<file path="config.mk">
export PLATFORM = sky130hd
export DESIGN_NAME = bcd_down_ctr
export DESIGN_NICKNAME = d
export VERILOG_FILES = /design/src/rtl/bcd_down_ctr_pkg.sv /design/src/rtl/bcd_down_ctr_digit.sv /design/src/rtl/bcd_down_ctr.sv
export SDC_FILE = /design/constraint.sdc
export NUM_CORES = 1
export LEC_CHECK = 0
export ABC_AREA = 1
export CAP_MARGIN = 20
export CORE_MARGIN = 2
export CORE_UTILIZATION = 40
export CTS_CLUSTER_SIZE = 8
export DETAILED_ROUTE_END_ITERATION = 8
export PLACE_DENSITY = 0.72
export SYNTH_ARGS = -nofsm -noshare
export SYNTH_HDL_FRONTEND = slang
export SYNTH_HIERARCHICAL = 1
export SYNTH_SLANG_ARGS = --single-unit
</file>
<file path="constraint.sdc">
create_clock -name clk -period 2.7 [get_ports clk]
set_input_delay 0.27 -clock clk [delete_from_list [all_inputs] [get_ports clk]]
set_output_delay 0.27 -clock clk [all_outputs]
set_load 0.03 [all_outputs]
</file>
<file path="src/rtl/bcd_down_ctr_pkg.sv">
// Purpose : shared BCD constants and digit helpers for the BCD up/down counters
//           and their display decode path.
// Latency : n/a (package only).
// Backpressure: n/a.
// Contents: BCD_MAX, BCD_ZERO, DIGITS_MAX, bcd_valid(), bcd_dec().
package bcd_down_ctr_pkg;

  localparam logic [3:0] BCD_MAX    = 4'd9;
  localparam logic [3:0] BCD_ZERO   = 4'd0;
  localparam int         DIGITS_MAX = 8;

  // A nibble is a legal BCD digit only in 0..9; A..F are rejected.
  function automatic logic bcd_valid(input logic [3:0] d);
    return (d <= BCD_MAX);
  endfunction

  // One decade step downwards: 0 borrows round to 9, anything else drops by one.
  function automatic logic [3:0] bcd_dec(input logic [3:0] d);
    return (d == BCD_ZERO) ? BCD_MAX : (d - 4'd1);
  endfunction

endpackage

</file>
<file path="src/rtl/bcd_down_ctr_digit.sv">
// Purpose : one BCD decade of the down counter (bcd_dn_digit).
// Latency : 1 cycle from ld/step to d.
// Backpressure: none; the digit only moves when step and borrow_in_ok are both high.
// Ports   : clk, res (async active-low), ld/ld_val parallel load, step (counter is
//           decrementing this cycle), borrow_in_ok (all lower digits are zero),
//           d (digit value), is_zero (d == 0, combinational from d).
module bcd_dn_digit
  import bcd_down_ctr_pkg::*;
(
  input  logic       clk,
  input  logic       res,
  input  logic       ld,
  input  logic [3:0] ld_val,
  input  logic       step,
  input  logic       borrow_in_ok,
  output logic [3:0] d,
  output logic       is_zero
);

  always_ff @(posedge clk or negedge res) begin
    if (!res) begin
      d <= BCD_ZERO;
    end else if (ld) begin
      d <= ld_val;
    end else if (step && borrow_in_ok) begin
      d <= bcd_dec(d);
    end
  end

  assign is_zero = (d == BCD_ZERO);

endmodule

</file>
<file path="src/rtl/bcd_down_ctr.sv">
// Purpose : cascadable DIGITS-decade BCD down counter with parallel load, used as a
//           programmable interval/timeout timer with terminal-count pulse.
// Latency : 1 cycle from load/en to q, tc, err; zero is combinational from q.
// Backpressure: none; en=0 freezes the count, load always wins over en.
// Ports   : clk; res (async active-low); en count enable; load parallel-load strobe;
//           din load value (digit i at [4i+3:4i]); wrap (1: 0 -> all nines, 0: hold
//           at 0); q current count; zero (q == 0); tc one-cycle terminal-count
//           pulse; err sticky invalid-load flag (cleared by a valid load).
module bcd_down_ctr
  import bcd_down_ctr_pkg::*;
#(
  parameter int DIGITS = 2  // legal range 1..DIGITS_MAX
) (
  input  logic                clk,
  input  logic                res,
  input  logic                en,
  input  logic                load,
  input  logic [4*DIGITS-1:0] din,
  input  logic                wrap,
  output logic [4*DIGITS-1:0] q,
  output logic                zero,
  output logic                tc,
  output logic                err
);

  logic [DIGITS-1:0] dig_ok;     // din digit i is a legal BCD value
  logic [DIGITS-1:0] dig_zero;   // q digit i reads 0
  logic [DIGITS-1:0] borrow_ok;  // every digit below i reads 0
  logic              load_ok;
  logic              upper_zero; // every digit above digit 0 reads 0
  logic              is_one;
  logic              dec;

  // Load validity: a single bad nibble rejects the whole load.
  always_comb begin
    dig_ok = '0;
    for (int i = 0; i < DIGITS; i++) begin
      dig_ok[i] = bcd_valid(din[4*i +: 4]);
    end
  end

  assign load_ok = &dig_ok;

  // Borrow chain: digit i only steps once all lower digits are at zero. The chain
  // is a plain AND of per-digit zero detects, so a 1000 -> 0999 borrow ripples
  // through in a single edge.
  assign borrow_ok[0] = 1'b1;

  genvar g;
  generate
    for (g = 1; g < DIGITS; g++) begin : g_borrow
      assign borrow_ok[g] = borrow_ok[g-1] & dig_zero[g-1];
    end
  endgenerate

  assign zero = &dig_zero;

  // q == 1 detect for tc: digit 0 reads 1 and every higher digit reads 0.
  always_comb begin
    upper_zero = 1'b1;
    for (int i = 1; i < DIGITS; i++) begin
      upper_zero = upper_zero & dig_zero[i];
    end
  end

  assign is_one = (q[3:0] == 4'd1) && upper_zero;

  // A decrement happens when enabled, not overridden by load, and not parked at
  // zero in hold mode. In wrap mode every digit sees borrow_ok with all zeros
  // below it, so 0 rolls to all nines through the normal digit step.
  assign dec = en && !load && (wrap || !zero);

  generate
    for (g = 0; g < DIGITS; g++) begin : g_digit
      bcd_dn_digit u_digit (
        .clk          (clk),
        .res          (res),
        .ld           (load && load_ok),
        .ld_val       (din[4*g +: 4]),
        .step         (dec),
        .borrow_in_ok (borrow_ok[g]),
        .d            (q[4*g +: 4]),
        .is_zero      (dig_zero[g])
      );
    end
  endgenerate

  // tc is a single-cycle pulse on the 1 -> 0 edge only; the 0 -> all-nines wrap
  // never qualifies because is_one is false at zero. Any load clears it.
  always_ff @(posedge clk or negedge res) begin
    if (!res) begin
      tc <= 1'b0;
    end else begin
      tc <= dec && is_one;
    end
  end

  // err is sticky across counting and only a valid load (or reset) clears it.
  always_ff @(posedge clk or negedge res) begin
    if (!res) begin
      err <= 1'b0;
    end else if (load) begin
      err <= !load_ok;
    end
  end

endmodule

</file>
==> results of run 1 <==
through the flow:
step | util, % | setup WS (ns)
2_1_floorplan | - | 1.131
3_3_place_gp | 60.19 | 0.6739
3_5_place_dp | 60.19 | 0.6207
4_1_cts | 62.52 | 0.5463
5_1_grt | 62.52 | 0.4594
6_report | 62.52 | 0.5679
power groups by stage:
stage               sequential [mW]  clock, mW  combinational (mW)
floorplan                     0.333          0               0.162
global placement              0.255          0               0.378
detailed placement            0.258          0               0.380
CTS                           0.255      0.147               0.381
global route                  0.261      0.153               0.422
finish                        0.254      0.142               0.382
area by class of cell:
class / instances / area [um2] / share of cell area [%]
multi-input cells: 73 / 376.6 / 38.64
inverters: 16 / 61.31 / 6.290
clock buffers: 4 / 36.28 / 3.723
flip-flops and latches: 10 / 250.2 / 25.67
repair buffers: 23 / 230.2 / 23.62
well taps: 16 / 20.02 / 2.054
synth_stat cells:
library cell | count | area [um2]
nand2_1 | 23 | 86.33
nor2_1 | 11 | 41.29
dfrtp_1 | 10 | 250.2
inv_1 | 8 | 30.03
inv_2 | 7 | 26.28
nand3_1 | 6 | 30.03
nor2_2 | 6 | 37.54
o21ai_0 | 6 | 30.03
o21ai_1 | 6 | 30.03
nand2_4 | 4 | 45.04
nand2_2 | 3 | 18.77
a21oi_1 | 2 | 10.01
nor2_4 | 2 | 22.52
o211ai_1 | 2 | 15.01
clkinv_2 | 1 | 5.000
conb_1 | 1 | 3.750
nand4_1 | 1 | 6.260
worst paths after layout:
kind                                         start  cells after the start                       to
setup / recovery           g_digit[0].u_digit/d[2]                      6                     zero
hold / removal                                 res                      1  g_digit[0].u_digit/d[0]
setup reg to reg           g_digit[0].u_digit/d[2]                     11  g_digit[1].u_digit/d[2]
hold reg to reg                                err                      2                      err
max in group asynchronous                      res                      1  g_digit[1].u_digit/d[3]
min in group clk                               err                      2                      err
routing by layer:
metal / vias up / global-route usage (%) / share of wire [%]
li1: 368 / - / -
met1: 306 / 25.06 / 50
met2: 13 / 27.32 / 46
met3: 0 / 3.571 / 3.5
met4: 0 / 7.059 / 0
met5: - / 0 / 0
flip-flops by register name (all words and copies together) (netlist names):
signal             cells
g_digit.u_digit/d      8
tc                     1
err                    1
kinds of logic after synthesis:
kind of cell,after synthesis,synth area share [%]
simple gates,56,41.82
compound gates,16,12.36
buf+inv,16,8.909
flops,10,36.36
other cells,1,0.5449
==> flow_metrics.env, run 1 <==
export IMPL_pwr_density_cell_nw_per_um2=798.0
export IMPL_cpLargestDelayFamily="buffers and inverters"
export IMPL_rrSetupSlack_ns=1.12
export IMPL_clockBufferDepth=2
export IMPL_path_class="register to primary output"
export IMPL_core_um2=1559
export IMPL_mostFrequentLayoutCells="23 x nand2_1, 23 x clkdlybuf4s50_1, 11 x nor2_1"
export IMPL_dp_cells=138
export IMPL_hold_violations=0
export IMPL_p_comb_share_pct=49.1
export IMPL_cts_hold_buf=0
export IMPL_yosysSeqAreaShare_pct=36.36
export IMPL_max_cap_violations=0
export IMPL_swShare_pct=44.47
export IMPL_ys_warn_count=6
export IMPL_grt_total_usage_pct=18.05
export IMPL_syn_instance_count=99
export IMPL_die_x_um=45.48
export IMPL_die_area_um2=2068
export IMPL_clkPwrFrac_pct=18.3
export IMPL_synth_area_um2=688.2
export IMPL_n_antenna_cell=0
export IMPL_ys_types=17
export IMPL_h_tree_depth=1
export IMPL_grt_pass1_wl_um=2677
export IMPL_p_sw_uw=345.9
export IMPL_io_buffers=23
export IMPL_fin_skew_ns=0.003226
export IMPL_path_cells="nor2_2 > nand2_2 > inv_2 > nand2_1 > inv_1 > clkdlybuf4s50_1"
export IMPL_cts_tree="done"
export IMPL_fillers=145
export IMPL_worstPathArrival_ns=1.86
export IMPL_worstHoldPathType="primary input to async pin"
export IMPL_drt_total_wl_um=1613
export IMPL_cts_repair_resized=0
export IMPL_place_area_um2=938.4
export IMPL_cp_required_ns=2.43
export IMPL_cts_buffers=3
export IMPL_antenna_found_initial=0
export IMPL_via_per_inst=4.838
export IMPL_drt_initial_drc_count=13
export IMPL_p_int_uw=431.9
export IMPL_power_leakage_nw=0.4911
export IMPL_postLayoutCellArea_um2=974.7
export IMPL_place_gp_congestion=0.8523
export IMPL_overflow=0
export IMPL_status="completed"
export IMPL_die_y_um=45.48
export IMPL_clock_sinks=10
export IMPL_ys_ff_latch=10
export IMPL_syn_avg_cell_area_um2=6.951
export IMPL_wire_per_inst_um=11.36
export IMPL_finalMaxSlewViolations=0
export IMPL_post_route_period_util_pct=78.97
export IMPL_clk_latency_ns=0.27
export IMPL_irDropWorstVdd_mv=0.4540
export IMPL_rows=14
export IMPL_crit_buf_inv=3
export IMPL_synthesis_nets=112
export IMPL_cts_root_buf="clkbuf_4"
export IMPL_syn_to_final_growth_pct=41.64
export IMPL_drtAntennaViolNets=0
export IMPL_rsz0062_at_grt="no"
export IMPL_fmax_mhz=469.0
export IMPL_start_kind="register"
export IMPL_slowest_stage="clkdlybuf4s50_1"
export IMPL_grt_pass1_vias=623
export IMPL_setup_tns_ns=0
export IMPL_grt_max_degree=11
export IMPL_nNetsFinal=140
export IMPL_cts_setup_buffers=0
export IMPL_drive_above_1_share_pct=21.43
export IMPL_dp_hpwl_um=1232
export IMPL_slew_limit_headroom_pct=62.20
export IMPL_clk_pin_slew_ns=0.08
export IMPL_seq_power_share_pct=32.7
export IMPL_crit_fanout=5
export IMPL_pin_count=24
export IMPL_timing_hold_ws_ns=0.3215
export IMPL_start_util_pct=44.14
export IMPL_drc=0
export IMPL_setup_viol=0
export IMPL_cpPeakStageDelay_ns=0.66
export IMPL_power_uw=777.8
export IMPL_drt_pre_antenna_iters=4
export IMPL_worst_pin_slew_ns=0.5649
export IMPL_cp_end_kind="primary output"
export IMPL_fin_cells=142
export IMPL_vias=687
export IMPL_finalCriticalPeriod_ns=2.132
(Power assumes the default switching activity.)
==> run 2, diff against run 1 <==
==> constraint.sdc (replaced) <==
create_clock -name clk -period 2 [get_ports clk]
set_input_delay 0.2 -clock clk [delete_from_list [all_inputs] [get_ports clk]]
set_output_delay 0.2 -clock clk [all_outputs]
set_load 0.03 [all_outputs]
==> run 2 against run 1 <==
Effect of this change: global-route usage about the same; combinational power increased by 36%; setup slack got worse by 0.30 ns; die area unchanged; design area decreased by 0.77%; critical endpoint unchanged; largest power group unchanged.
==> flow_metrics.env, run 2 (synthesis gave the netlist of run 1 again) <==
export IMPL_rows=14
export IMPL_io_buffers=23
export IMPL_path_cells="nor2_4 > nand2_2 > inv_2 > nand2_1 > inv_1 > dlygate4sd2_1"
export IMPL_fin_skew_ns=0.01016
export IMPL_fin_cells=142
export IMPL_max_cap_violations=0
export IMPL_clk_pin_slew_ns=0.07
export IMPL_clockBufferDepth=2
export IMPL_crit_fanout=5
export IMPL_irDropWorstVdd_mv=0.6024
export IMPL_drt_total_wl_um=1607
export IMPL_worstPathArrival_ns=1.53
export IMPL_via_per_inst=5.035
export IMPL_die_x_um=45.48
export IMPL_path_class="register to primary output"
export IMPL_cpPeakStageDelay_ns=0.45
export IMPL_start_kind="register"
export IMPL_grt_pass1_vias=598
export IMPL_start_util_pct=44.14
export IMPL_grt_pass1_wl_um=2635
export IMPL_cts_buffers=3
export IMPL_fmax_mhz=577.0
export IMPL_clock_sinks=10
export IMPL_seq_power_share_pct=33.9
export IMPL_drt_pre_antenna_iters=4
export IMPL_dp_hpwl_um=1274
export IMPL_grt_total_usage_pct=18.03
export IMPL_pwr_density_cell_nw_per_um2=1034
export IMPL_regMostFlops="g_digit.u_digit/d"
export IMPL_status="completed"
export IMPL_cpLargestDelayFamily="buffers and inverters"
export IMPL_p_comb_share_pct=51.9
export IMPL_wire_per_inst_um=11.32
export IMPL_finalCriticalPeriod_ns=1.733
export IMPL_finalMaxSlewViolations=0
export IMPL_place_ws_ns=0.2684
export IMPL_n_antenna_cell=0
export IMPL_drt_initial_drc_count=15
export IMPL_worstHoldPathType="primary input to async pin"
export IMPL_power_uw=1000
export IMPL_cp_required_ns=1.80
export IMPL_overflow=0
export IMPL_rsz0062_at_grt="no"
export IMPL_postLayoutCellArea_um2=967.2
export IMPL_antenna_found_initial=0
export IMPL_reg2reg_to="g_digit[0].u_digit/d[3]"
export IMPL_drtAntennaViolNets=0
export IMPL_p_int_uw=543.8
export IMPL_drc=0
export IMPL_cp_end_kind="primary output"
export IMPL_rrSetupSlack_ns=0.45
export IMPL_cts_root_buf="clkbuf_4"
export IMPL_place_area_um2=945.9
export IMPL_clk_latency_ns=0.27
export IMPL_p_sw_uw=456.1
export IMPL_die_area_um2=2068
export IMPL_h_tree_depth=1
export IMPL_top_regs="g_digit.u_digit/d: 8 flops, err: 1 flops, tc: 1 flops"
export IMPL_place_gp_congestion=0.8014
export IMPL_die_y_um=45.48
export IMPL_clkPwrFrac_pct=14.2
export IMPL_core_um2=1559
export IMPL_reg2regPathDepth=12
export IMPL_utilization_pct=62.04
export IMPL_power_leakage_nw=0.4940
export IMPL_multi_input_area_um2=376.6
export IMPL_regArea_um2=250.2
export IMPL_crit_buf_inv=3
export IMPL_fillers=150
export IMPL_nNetsFinal=141
export IMPL_post_route_period_util_pct=86.65
export IMPL_r2r_start="g_digit[1].u_digit/d[0]"
export IMPL_largest_reg_flops=8
export IMPL_mostFrequentLayoutCells="23 x nand2_1, 22 x clkdlybuf4s50_1, 11 x nor2_1"
export IMPL_pin_count=24
export IMPL_vias=715
export IMPL_hold_violations=0
export IMPL_timing_hold_ws_ns=0.2488
export IMPL_drive_above_1_share_pct=21.43
export IMPL_grt_max_degree=11
export IMPL_setup_viol=0
export IMPL_setup_tns_ns=0
export IMPL_setup_ws_ns=0.2670
export IMPL_cts_tree="done"
export IMPL_final_common_cell="nand2_1"
export IMPL_dp_cells=139
export IMPL_slowest_stage="dfrtp_1"
export IMPL_swShare_pct=45.62
export IMPL_syn_to_final_growth_pct=40.55
run 2: changes by cell type in the layout (fill, tap and decap cells not counted), sizes merged:
cell	change
buf	+1
clkbuf	-1
clkdlybuf4s50	-1
dlygate4sd2	+1
run 2: cell type report:
cell class,instances,area share (%)
multi-input cells,73,38.94
flip-flops and latches,10,25.87
well taps,16,2.070
inverters,16,6.339
clock buffers,3,2.329
repair buffers,24,24.45
run 2: power by group through the flow:
stage / combinational [mW] / clock [mW] / sequential (mW)
floorplan: 0.218 / 0 / 0.449
global placement: 0.517 / 0 / 0.339
detailed placement: 0.521 / 0 / 0.343
CTS: 0.522 / 0.145 / 0.339
global route: 0.570 / 0.153 / 0.347
finish: 0.519 / 0.142 / 0.339
run 2: repair_timing:
action                                  in CTS  in global routing
gates resized for setup                      1                  0
buffers inserted                             0                  0
endpoints found under the hold margin        0                  0
hold buffers                                 0                  0
endpoints found under the setup margin       1                  0
run 2: worst max-delay path by stage:
| stage | startpoint | end | slack [ns] | cells after the start |
|---|---|---|---|---|
| floorplan | g_digit[0].u_digit/d[0] | g_digit[0].u_digit/d[0] | 0.43 | 10 |
| finish | g_digit[1].u_digit/d[0] | zero | 0.27 | 6 |
| detailed placement | din[1] | g_digit[1].u_digit/d[3] | 0.27 | 10 |
| global route | g_digit[0].u_digit/d[0] | zero | 0.16 | 6 |
| CTS | g_digit[0].u_digit/d[0] | zero | 0.26 | 6 |
| global placement | din[1] | g_digit[0].u_digit/d[3] | 0.29 | 10 |
run 2: metal layers:
metal	wire, um	track usage [%]
met1	769	25.74
met2	766	26.48
met3	51	3.571
met4	19	7.059
met5	0	0
